`config.mk`:
```
export PLATFORM = sky130hd
export DESIGN_NAME = pipeline_hazard_ctrl
export DESIGN_NICKNAME = d
export VERILOG_FILES = /design/src/rtl/pipeline_hazard_ctrl.sv
export SDC_FILE = /design/constraint.sdc
export NUM_CORES = 1
export LEC_CHECK = 0
export ABC_AREA = 1
export BUFFER_PORTS_ARGS = -buffer_cell sky130_fd_sc_hd__clkbuf_2
export CAP_MARGIN = 20
export CELL_PAD_IN_SITES_DETAIL_PLACEMENT = 0
export CELL_PAD_IN_SITES_GLOBAL_PLACEMENT = 1
export CORE_AREA = 4 4 71 73
export CTS_BUF_LIST = sky130_fd_sc_hd__clkbuf_8
export CTS_CLUSTER_DIAMETER = 50
export DETAILED_ROUTE_END_ITERATION = 8
export DIE_AREA = 0 0 75 77
export PLACE_DENSITY_LB_ADDON = 0.1
export SKIP_CTS_REPAIR_TIMING = 1
export SYNTH_ARGS = -nofsm -noshare
export SYNTH_HDL_FRONTEND = slang
export SYNTH_SLANG_ARGS = --single-unit
```
`constraint.sdc`:
```
create_clock -name clk -period 1.4 [get_ports clk]
set_input_delay 0.07 -clock clk [delete_from_list [all_inputs] [get_ports clk]]
set_output_delay 0.07 -clock clk [all_outputs]
set_load 0.05 [all_outputs]
```
`src/rtl/pipeline_hazard_ctrl.sv`:
```
// Hazard controller for a 5-stage pipeline: memory-wait stalls, branch flush sequencing,
// load-use stalls and operand forwarding. Define FORWARD_EN to enable the forwarding muxes.
module pipeline_hazard_ctrl #(
   parameter int unsigned BR_FLUSH_CYCLES = 2,
   parameter int unsigned MEM_TIMEOUT     = 255
) (
   input  logic       clk,
   input  logic       reset_n,
   input  logic [3:0] RA1D,
   input  logic [3:0] RA2D,
   input  logic [3:0] RA1E,
   input  logic [3:0] RA2E,
   input  logic [3:0] WA3E,
   input  logic [3:0] WA3M,
   input  logic [3:0] WA3W,
   input  logic       RegWriteE,
   input  logic       RegWriteM,
   input  logic       RegWriteW,
   input  logic       MemtoRegE,
   input  logic       BranchTakenE,
   input  logic       MemReqM,
   input  logic       MemReadyM,
   output logic       StallF,
   output logic       StallD,
   output logic       StallE,
   output logic       StallM,
   output logic       FlushD,
   output logic       FlushE,
   output logic       FlushW,
   output logic [1:0] ForwardAE,
   output logic [1:0] ForwardBE,
   output logic       MemErr,
   output logic [1:0] State
);

   typedef enum logic [1:0] {
      ST_RUN     = 2'b00,
      ST_BRFLUSH = 2'b01,
      ST_MEMWAIT = 2'b10,
      ST_BAD     = 2'b11
   } state_e;

   localparam logic [2:0] BR_RELOAD = 3'(BR_FLUSH_CYCLES - 1);
   localparam logic [7:0] TIMEOUT   = 8'(MEM_TIMEOUT);

   state_e     state_q, state_d;
   logic       prior_br_q, prior_br_d;
   logic [2:0] br_cnt_q, br_cnt_d;
   logic [7:0] wait_cnt_q, wait_cnt_d;
   logic       mem_err_q, mem_err_d;

   logic       mem_wait, load_use, resuming, in_br;
   logic       stall_fd, stall_em, flush_d, flush_e, flush_w;
   logic [1:0] fwd_a, fwd_b;
   logic       d_hit_e;

   assign mem_wait = MemReqM & ~MemReadyM;
   assign d_hit_e  = (WA3E == RA1D) || (WA3E == RA2D);

`ifdef FORWARD_EN
   assign load_use = MemtoRegE & d_hit_e;

   always_comb begin
      fwd_a = 2'b00;
      fwd_b = 2'b00;
      if (RegWriteM && (WA3M == RA1E))      fwd_a = 2'b10;
      else if (RegWriteW && (WA3W == RA1E)) fwd_a = 2'b01;
      if (RegWriteM && (WA3M == RA2E))      fwd_b = 2'b10;
      else if (RegWriteW && (WA3W == RA2E)) fwd_b = 2'b01;
   end
`else
   logic d_hit_m;
   logic unused_fwd_inputs;

   // Without bypass paths every pending writer in E or M must drain before Decode reads.
   assign d_hit_m  = (WA3M == RA1D) || (WA3M == RA2D);
   assign load_use = ((MemtoRegE | RegWriteE) & d_hit_e) | (RegWriteM & d_hit_m);
   assign fwd_a    = 2'b00;
   assign fwd_b    = 2'b00;
   assign unused_fwd_inputs = ^{RA1E, RA2E, WA3W, RegWriteW};
`endif

   // While MEMWAIT is released (no wait this cycle) the block behaves as its saved state.
   assign resuming = (state_q == ST_MEMWAIT);
   assign in_br    = (state_q == ST_BRFLUSH) || (resuming && prior_br_q);

   always_comb begin
      state_d    = state_q;
      prior_br_d = prior_br_q;
      br_cnt_d   = br_cnt_q;
      wait_cnt_d = 8'd0;
      mem_err_d  = mem_err_q;
      stall_fd   = 1'b0;
      stall_em   = 1'b0;
      flush_d    = 1'b0;
      flush_e    = 1'b0;
      flush_w    = 1'b0;

      if (mem_wait) begin
         stall_fd = 1'b1;
         stall_em = 1'b1;
         flush_w  = 1'b1;
         wait_cnt_d = (wait_cnt_q == 8'hFF) ? wait_cnt_q : wait_cnt_q + 8'd1;
         if (wait_cnt_d >= TIMEOUT) mem_err_d = 1'b1;
         if (state_q == ST_RUN || state_q == ST_BRFLUSH) begin
            prior_br_d = (state_q == ST_BRFLUSH);
            state_d    = ST_MEMWAIT;
         end else if (state_q == ST_BAD) begin
            state_d = ST_RUN;
         end
      end else if (state_q == ST_BAD) begin
         state_d = ST_RUN;
      end else if (BranchTakenE) begin
         flush_d  = 1'b1;
         flush_e  = 1'b1;
         br_cnt_d = BR_RELOAD;
         state_d  = (BR_RELOAD != 3'd0) ? ST_BRFLUSH : ST_RUN;
      end else if (in_br) begin
         flush_d = 1'b1;
         if (resuming) begin
            state_d = ST_BRFLUSH;
         end else if (br_cnt_q > 3'd1) begin
            br_cnt_d = br_cnt_q - 3'd1;
            state_d  = ST_BRFLUSH;
         end else begin
            br_cnt_d = 3'd0;
            state_d  = ST_RUN;
         end
      end else begin
         state_d = ST_RUN;
         if (load_use) begin
            stall_fd = 1'b1;
            flush_e  = 1'b1;
         end
      end
   end

   always_ff @(posedge clk or negedge reset_n) begin
      if (!reset_n) begin
         state_q    <= ST_RUN;
         prior_br_q <= 1'b0;
         br_cnt_q   <= 3'd0;
         wait_cnt_q <= 8'd0;
         mem_err_q  <= 1'b0;
      end else begin
         state_q    <= state_d;
         prior_br_q <= prior_br_d;
         br_cnt_q   <= br_cnt_d;
         wait_cnt_q <= wait_cnt_d;
         mem_err_q  <= mem_err_d;
      end
   end

   // Control outputs are forced low while reset is held, independent of the clock.
   assign StallF    = reset_n & stall_fd;
   assign StallD    = reset_n & stall_fd;
   assign StallE    = reset_n & stall_em;
   assign StallM    = reset_n & stall_em;
   assign FlushD    = reset_n & flush_d;
   assign FlushE    = reset_n & flush_e;
   assign FlushW    = reset_n & flush_w;
   assign ForwardAE = {2{reset_n}} & fwd_a;
   assign ForwardBE = {2{reset_n}} & fwd_b;
   assign MemErr    = mem_err_q;
   assign State     = state_q;

endmodule

```
After elaboration in Yosys (flattened, before gate mapping)
Cells that the tools add are included.
{ "totals": {"rom_bits": 0, "ram_bits": 0, "wordCells": 68, "mem_count": 0, "ff_bits": 15, "output_inout_bits": 14, "latchBits": 0, "in_bits": 37} }
{ "classes": {"muxes": 27, "reduce_logical": 10, "n_div": 0, "magnitude_cmp": 2, "n_addsub": 2, "n_eq_ne": 10, "shifts": 0, "n_mul": 0, "n_bitwise": 12} }
{ "ops": {"columns": ["operator", "count"], "rows": [
  ["$eq A4 B4 Y1", 4],
  ["$mux W8", 2],
  ["$mux W1", 15],
  ["$mux W2", 6],
  ["$mux W3", 4],
  ["$add A8 B1 Y8 const B", 1],
  ["$eq A8 B8 Y1 const B", 1],
  ["$ge A8 B8 Y1 const B", 1],
  ["$and A1 B1 Y1", 7],
  ["$eq A2 B2 Y1 const B", 2],
  ["$logic_or A1 B1 Y1", 4],
  ["$reduce_and A2 Y1", 2],
  ["$reduce_and A4 Y1", 1],
  ["$gt A3 B1 Y1 const B", 1],
  ["$ne A3 B1 Y1 const B", 1],
  ["$not A1 Y1", 3],
  ["$sub A3 B1 Y3 const B", 1],
  ["$eq A2 B1 Y1 const B", 1],
  ["$logic_not A2 Y1", 1],
  ["$ne A2 B2 Y1 const B", 1],
  ["$or A1 B1 Y1", 2],
  ["$reduce_bool A2 Y1", 1],
  ["$logic_and A1 B1 Y1", 1]
]} }

Logic depth before layout (Yosys ltp)
Gate-level depths: netlist of the first run.
{ "depth": {"ltp_word": 10, "depth_mapped": 11, "ltp_nobuf": 11} }

Least setup slack after synthesis of the first run
OpenSTA, ideal clock, no wires.
{ "synth_path": {"path_type": "flip-flop to output port", "start": "register state_q[0], in the netlist State[0]", "end": "output port StallF", "t_arrival_ns": 2.089, "path_stages_with_launch": 8, "path_buffers": 1, "required_time_ns": 1.330, "slack_ns": -0.759, "cell_sequence": "dfrtp_1 > inv_1 > nand3_1 > nand2_1 > nor2_1 > nand3_1 > o21ai_0 > buf_4"} }
{ "synth_between": {"elab_chain_len": 8, "elab_cells_between_ends": 10, "cone_classes": "3 x eq/ne; 4 x mux; 1 x bitwise; 2 x reduce/logical"} }
{ "synth_rtl": {"columns": ["element", "line_no", "rtl"], "rows": [
  ["start, declared", "46", "state_e state_q, state_d;"],
  ["start signal, assigned", "146", "state_q <= state_d;"],
  ["$eq A2 B2 Y1", "84", "assign resuming = (state_q == ST_MEMWAIT);"],
  ["$logic_and A1 B1 Y1", "85", "assign in_br = (state_q == ST_BRFLUSH) || (resuming && prior_br_q);"],
  ["$logic_or A1 B1 Y1", "85", null],
  ["$mux W1", "118", "end else if (in_br) begin"],
  ["$mux W1", "113", "end else if (BranchTakenE) begin"],
  ["$mux W1 (*)", "111", "end else if (state_q == ST_BAD) begin"],
  ["$mux W1 (*)", "99", "if (mem_wait) begin"],
  ["$and A1 B1 Y1 (*)", null, null],
  ["end, declared", "23", "output logic StallF,"]
]} }
Mark *: on every way between the ends. The rest lies on a longest branch, timed or not.

Worst setup path after layout of the first run
{ "layout_path": {"start": "register state_q[1], in the netlist State[1]", "end": "output port StallD"} }
{ "layout_between": {"elab_chain_len": 8, "elab_cells_between_ends": 10, "cone_classes": "3 x eq/ne; 4 x mux; 1 x bitwise; 2 x reduce/logical"} }
{ "layout_rtl": {"columns": ["element", "line_no", "rtl"], "rows": [
  ["$eq A2 B2 Y1", "84", null],
  ["$logic_and A1 B1 Y1", "85", null],
  ["$logic_or A1 B1 Y1", "85", null],
  ["$mux W1", "118", null],
  ["$mux W1", "113", null],
  ["$mux W1 (*)", "111", null],
  ["$mux W1 (*)", "99", null],
  ["$and A1 B1 Y1 (*)", "156", "assign StallD = reset_n & stall_fd;"],
  ["end, declared", "24", "output logic StallD,"]
]} }
Marked as above.

==> metrics.md, run 1 <==
| Metric | Value |
|---|---|
| Run status | complete, but fails checks |
| Mapped Area | 0.00129 sq mm |
| Number of synthesized flops with an enable pin | 0 |
| Clock Path Buffers | 2 |
| Synth Register Bits | 15 |
| Core Box Area | 0.00435 sq mm |
| Fill cell count | approximately 500 |
| Share of layout cells above drive strength 1 | 35.2% |
| Crit Path Category | reg2out |
| Switching share of power | between 30% and 40% |
| 1st-iter DRT viols | 21 |
| Max VDD drop | ~540 uV |
| Crit path largest cell delay | 0.41 ns |
| CTS root buf | clkbuf_8 |
| Clock Latency Late Sink | ~0.25 ns |
| Power Density | 843 mW/mm^2 |
| Hold Path Class | in2reg |
| Failing checks | negative setup slack |
| Worst-path maximum fanout | 4 |
| Mean Syn Cell Area | 6.01 sq um |
| Total Routed Length | about 3.2 mm |
| Pins Over Slew Limit | 0 |
| Switching Power | ~590 uW |
| Area Growth Syn to Fin | 39.5% |
| RSZ-0062 raised after global routing | true |
| Htree depth | 1 |
| Remaining global-route overflow | 0 |
| Post-Place Worst Slack | -0.00786 ns |
| Compound-cell area share of the yosys netlist | 8.27% |
| Starting Density | 29.5% |
| Initial antenna violation count | 0 |
| Buf+Inv Stages, Crit Path | 2 |
| Worst setup SP type | flop |
| First-pass GRT wire length | 4.82 mm |
| Via count | roughly 1300 |
| XOR/XNOR Fraction of Synth Area | 1.36% |
| RePlAce Congestion | 0.710 |
| Largest net degree at the start of global routing | 16 |
| Final Non-Filler Cells | ~310 |
| Drt pass-1 iters | 4 |
| Cell internal pwr | 923 uW |
| Crit. End Element | output pin |
| Port Buffer Count | 33 |
| Logic pwr share | 40.7% |
| Final setup violation count | 3 |
| Reg area | around 380 sq um |
| FP Rows | 24 |
| Part of the Yosys area used for sequential elements | 29.2% |
| Top-Level Pins | 51 |
| Die X | between 70 and 80 um |
| Vias per cell | 4.27 |
| # clock sinks | 15 |
| Req. time, crit path | 1.33 ns |
| Area of the multi-input gates | 832 sq um |
| Post-Synth Adder-Cell Area | 1.95% |
| DP HPWL | 2.46 mm |
| Ys Warns | 0 |
| Final min period | 1.46 ns |
| Setup tns final | -0.144 ns |
| Worst Path Arrival | 1.39 ns |
| Worst-path clk slew | 0.07 ns |
| Static leakage power | 0.00107 uW |
| CTS tree | yes |
| Fraction of registers with async set/reset | 100% |
| Unique cell type count in the Yosys netlist | 27 |
| Post-synthesis mux area share | 0% |
| Final hold violations | 0 |
| Crit-path cells | inv_2 > nand2_1 > nand2_2 > nor2_4 > nand3_2 > o21ai_4 > buf_6 |
| WL/cell | 10.1 um |
| Detail Route Antenna Nets | 0 |
| Sequential Power Share | between 30 and 40% |
| Post-layout util | 41.2% |
| Ys flop type | dfrtp_1 |
| CP max stage cell | dfrtp_2 |
| Placed insts | 302 |
| FF-to-FF setup slack | around 0.01 ns |
| Clk_skew | about 0.0043 ns |
| Inserted Diodes | 0 |
| Part of the power in the clock network | 23.5% |
| Cells after Synth | between 200 and 250 |
| Tcrit/Tclk final | 104% |
| Post-Synth Simple-Gate Area | between 40% and 50% |
| Fmax | 684 MHz |
| Max-cap violation count | 0 |
| Largest family of logic cells by synthesized area | simple AND/OR/NAND/NOR gates |
| CP top delay family | simple AND/OR/NAND/NOR gates |
| Vias in the first global route | between 1000 and 1500 |
| GRT Total Usage | 10.4% |
| Die Ht | 77 um |
| Final WS setup | -0.0625 ns |
| Fin nets | approximately 300 |
| # DRC | 0 |
| Number of buffers created by CTS | 3 |
| Die Area | 0.00578 sq mm |
==> synthesized netlist by cell type, types with 2 or more instances <==
cell type   n  area share (%)
nand2_1    88              26
inv_1      35              10
nor2_1     21             6.1
dfrtp_1    15              29
a21oi_1    10             3.9
buf_4       7             4.1
nand3_1     7             2.7
o21ai_0     5             1.9
inv_2       3            0.88
nand2_2     3             1.5
ha_1        2             1.9
nand2_4     2             1.8
o21ai_1     2            0.78
==> placed cells by master, fill, tap and decap left out, drive strengths merged <==
cell,Yosys,final
a21oi,10,10
nor2,24,24
ha,2,2
nand3b,1,1
xor2,1,1
conb,1,4
o21bai,1,1
or2,1,1
inv,38,38
clkbuf,1,32
dfrtp,15,15
clkinv,0,1
nor3,1,1
xnor2,1,1
dlygate4sd3,0,1
nand3,7,7
buf,8,18
a311o,1,1
o21ai,7,7
nand2,93,94
nand4,1,1
==> worst reg2reg max path, cell delays in order, from the launching register on <==
cell and delay, ns:
dfrtp_1 0.39, ha_4 0.17, nand2_4 0.07, nor2_8 0.16, buf_12 0.12, nand2_4 0.06
nand2_2 0.06, nand2_1 0.04, nor2_1 0.11, nand3_1 0.08, nand2_1 0.06
==> cells by family (layout without fill, tap and decap cells) <==
group                    Yosys count  in the layout
XOR/XNOR                           2              2
other                              1              4
AO/OA/AOI/OAI                     19             19
adder cells (fa/ha/maj)            2              2
buffers and inverters             47             90
AND/OR/NAND/NOR                  128            129
flip-flops                        15             15
==> cell type report <==
class,count,share of cell area [%]
clock buffers,3,2.30
clock inverters,1,0.279
inverters,38,7.95
multi-input cells,156,46.4
flip-flops and latches,15,21.1
well taps,52,3.63
repair buffers,48,18.4
==> state kept, by name (all words and copies together), names as in the netlist <==
register and flops:
MemErr 1, State 2, br_cnt_q 3, prior_br_q 1, wait_cnt_q 8
==> power by group through the flow <==
stage          clock network (uW)  registers [uW]  logic, uW
2_1_floorplan                   0             575        354
3_3_place_gp                    0             544        536
3_5_place_dp                    0             542        533
4_1_cts                       371             535        535
5_1_grt                       388             548        690
6_report                      356             541        616
==> path summary, 6_finish.rpt <==
path,from,to,cells after the start
setup reg to reg,wait_cnt_q[0],MemErr,10
hold / removal,MemReadyM,MemErr,4
min in group asynchronous,reset_n,MemErr,3
max in group asynchronous,reset_n,State[0],3
hold reg to reg,MemErr,MemErr,2
setup / recovery,State[1],StallD,7
==> through the flow <==
step	area [sq um]	power [uW]	hold WS (ns)
floorplan	1310	929	-0.226
global placement	1550	1080	0.0401
detailed placement	1550	1080	0.0440
CTS	1600	1440	-0.231
global route	1790	1630	0.149
finish	1790	1510	0.0962
==> routing by layer <==
layer,vias up,part of all wire (%),track usage [%]
li1,719,-,-
met1,587,45,14.1
met2,26,49,16.6
met3,5,4.4,1.31
met4,0,1.3,3.74
met5,-,0,0
Note: power is estimated with default switching activity, not from simulation.
==> run 2: changes to the inputs <==
--- a/config.mk
+++ b/config.mk
@@ -10,11 +10,11 @@
 export CAP_MARGIN = 20
 export CELL_PAD_IN_SITES_DETAIL_PLACEMENT = 0
 export CELL_PAD_IN_SITES_GLOBAL_PLACEMENT = 1
-export CORE_AREA = 4 4 71 73
+export CORE_AREA = 5 5 67 69
 export CTS_BUF_LIST = sky130_fd_sc_hd__clkbuf_8
 export CTS_CLUSTER_DIAMETER = 50
 export DETAILED_ROUTE_END_ITERATION = 8
-export DIE_AREA = 0 0 75 77
+export DIE_AREA = 0 0 72 74
 export PLACE_DENSITY_LB_ADDON = 0.1
 export SKIP_CTS_REPAIR_TIMING = 1
 export SYNTH_ARGS = -nofsm -noshare
==> constraint.sdc (replaced) <==
create_clock -name clk -period 1.9 [get_ports clk]
set_input_delay 0.095 -clock clk [delete_from_list [all_inputs] [get_ports clk]]
set_output_delay 0.095 -clock clk [all_outputs]
set_load 0.05 [all_outputs]
==> metrics.md, run 2 (synthesis results as in run 1) <==
| Metric | Value |
|---|---|
| Clk_skew | 0.00416 ns |
| Final hold violations | 0 |
| Initial antenna violation count | 0 |
| Vias per cell | 4.12 |
| Crit Path Category | reg2out |
| Worst Path Arrival | between 1.5 and 2 ns |
| GRT Total Usage | ~12% |
| Hold Path Class | in2reg |
| Largest net degree at the start of global routing | 16 |
| FP Rows | 23 |
| FF-to-FF Start | wait_cnt_q[0] |
| Number of buffers created by CTS | 3 |
| Core Box Area | 0.00386 sq mm |
| Hold Crit Start | MemReadyM |
| Share of layout cells above drive strength 1 | 20.6% |
| Pins Over Slew Limit | 0 |
| Fmax | 604 MHz |
| Static leakage power | 0.000987 uW |
| Power consumption | about 1000 uW |
| Remaining global-route overflow | 0 |
| Cell mode on critical path | nand3_1 |
| FF-to-FF setup slack | around 0.43 ns |
| Top-Level Pins | between 50 and 60 |
| Worst setup SP type | flop |
| CTS root buf | clkbuf_8 |
| CP max stage cell | dfrtp_1 |
| Starting Density | 33.4% |
| Crit. End Element | output pin |
| Final min period | 1.66 ns |
| Commonest non-fill, non-tap cell in the layout | nand2_1 |
| CP top delay family | simple AND/OR/NAND/NOR gates |
| Setup tns final | 0 ns |
| Worst-path maximum fanout | 4 |
| Clock Latency Late Sink | 0.24 ns |
| RR Endpoint | MemErr |
| CTS tree | yes |
| Detail Route Antenna Nets | 0 |
| Max-cap violation count | 0 |
| # DRC | 0 |
| First-pass GRT wire length | 4.91 mm |
| WL/cell | 9.59 um |
| Buf+Inv Stages, Crit Path | 2 |
| Worst hold stages | 4 |
| Vias in the first global route | 1194 |
| Die Area | 0.00533 sq mm |
| Worst Hold Path EP | MemErr |
| Power Density | about 660 mW/mm^2 |
| Max reg flops | 8 |
| Req. time, crit path | 1.80 ns |
| Max VDD drop | 512 uV |
| Area Growth Syn to Fin | 18.5% |
| Commonest non-fill, non-tap cells in the layout | nand2_1 (88), inv_1 (36), clkbuf_2 (33), nor2_1 (21), dfrtp_1 (15) |
| Worst Reg-to-Reg Cells | 10 |
| Final setup violation count | 0 |
| Tcrit/Tclk final | 87.2% |
| Htree depth | 1 |
| Worst-path clk slew | 0.06 ns |
| Total Routed Length | 2.85 mm |
| Crit-path cells | inv_1 > nand3_1 > nand2_1 > nor2_1 > nand3_1 > o21ai_2 > clkbuf_2 |
| DP HPWL | approximately 2.4 mm |
| Clock Path Buffers | 2 |
| Critical Path Start | State[0] |
| Via count | 1225 |
| RePlAce Congestion | between 0.8 and 0.9 |
| Die Ht | 74 um |
| Port Buffer Count | 33 |
| Drt pass-1 iters | 4 |
| Fin nets | 287 |
| Crit path largest cell delay | about 0.4 ns |
| Most flops, register | wait_cnt_q |
| 1st-iter DRT viols | 31 |
| Die X | 72 um |
| # clock sinks | 15 |
| Run status | finished, final reports clean |
| RSZ-0062 raised after global routing | false |
| Inserted Diodes | 0 |
run 2: cell types whose count changed in the layout (fill, tap and decap cells not counted), sizes merged:
| cell | before | now |
|---|---|---|
| inv | 38 | 39 |
| clkinv | 1 | 0 |
| clkbuf | 32 | 36 |
| buf | 18 | 1 |
| nand2 | 94 | 93 |
run 2: power breakdown:
part	switching [uW]	internal (uW)
Clock	106	143
Sequential	28.7	364
Combinational	255	116
Total	389	623
run 2: layer usage:
layer,part of all wire (%),GRT usage [%]
met4,0.60,4.80
met1,49,14.0
met2,46,20.6
met3,3.9,1.49
met5,0,0
run 2: worst reg2reg max path, stage by stage (launching register included):
cell and delay [ns]:
dfrtp_1 0.40, ha_1 0.25, nand2_4 0.11, nor2_8 0.04
nand2_4 0.14, nand2_1 0.06, o21ai_1 0.11, nand2_1 0.07
nor2_1 0.09, nand3_1 0.08, nand2_1 0.06
run 2: metrics by stage:
stage          area (sq um)  hold slack (ns)  cells  util (%)  setup slack, ns
6_report               1520            0.128    297      39.5            0.243
2_1_floorplan          1300           -0.201    217         -           0.0198
4_1_cts                1510           -0.199    296      39.3            0.244
3_5_place_dp           1470           0.0642    292      38.1            0.429
5_1_grt                1520            0.144    297      39.5            0.126
3_3_place_gp           1470           0.0652    292      38.1            0.415
run 2: cell type report:
| type | count | area [sq um] |
|---|---|---|
| fill | 454 | 2330 |
| multi-input combinational | 155 | 716 |
| sequential | 15 | 375 |
| tap | 50 | 62.6 |
| inverter | 38 | 143 |
| clock buffer | 3 | 41.3 |
| clock inverter | 1 | 3.75 |
| timing repair buffer | 35 | 183 |
run 2: worst max path at each step:
| stage | endpoint | slack [ns] | depth (start not counted) |
|---|---|---|---|
| CTS | StallD | 0.24 | 7 |
| finish | StallD | 0.24 | 7 |
| global placement | MemErr | 0.42 | 10 |
| global route | StallD | 0.13 | 7 |
| detailed placement | MemErr | 0.43 | 10 |
| floorplan | FlushE | 0.02 | 6 |
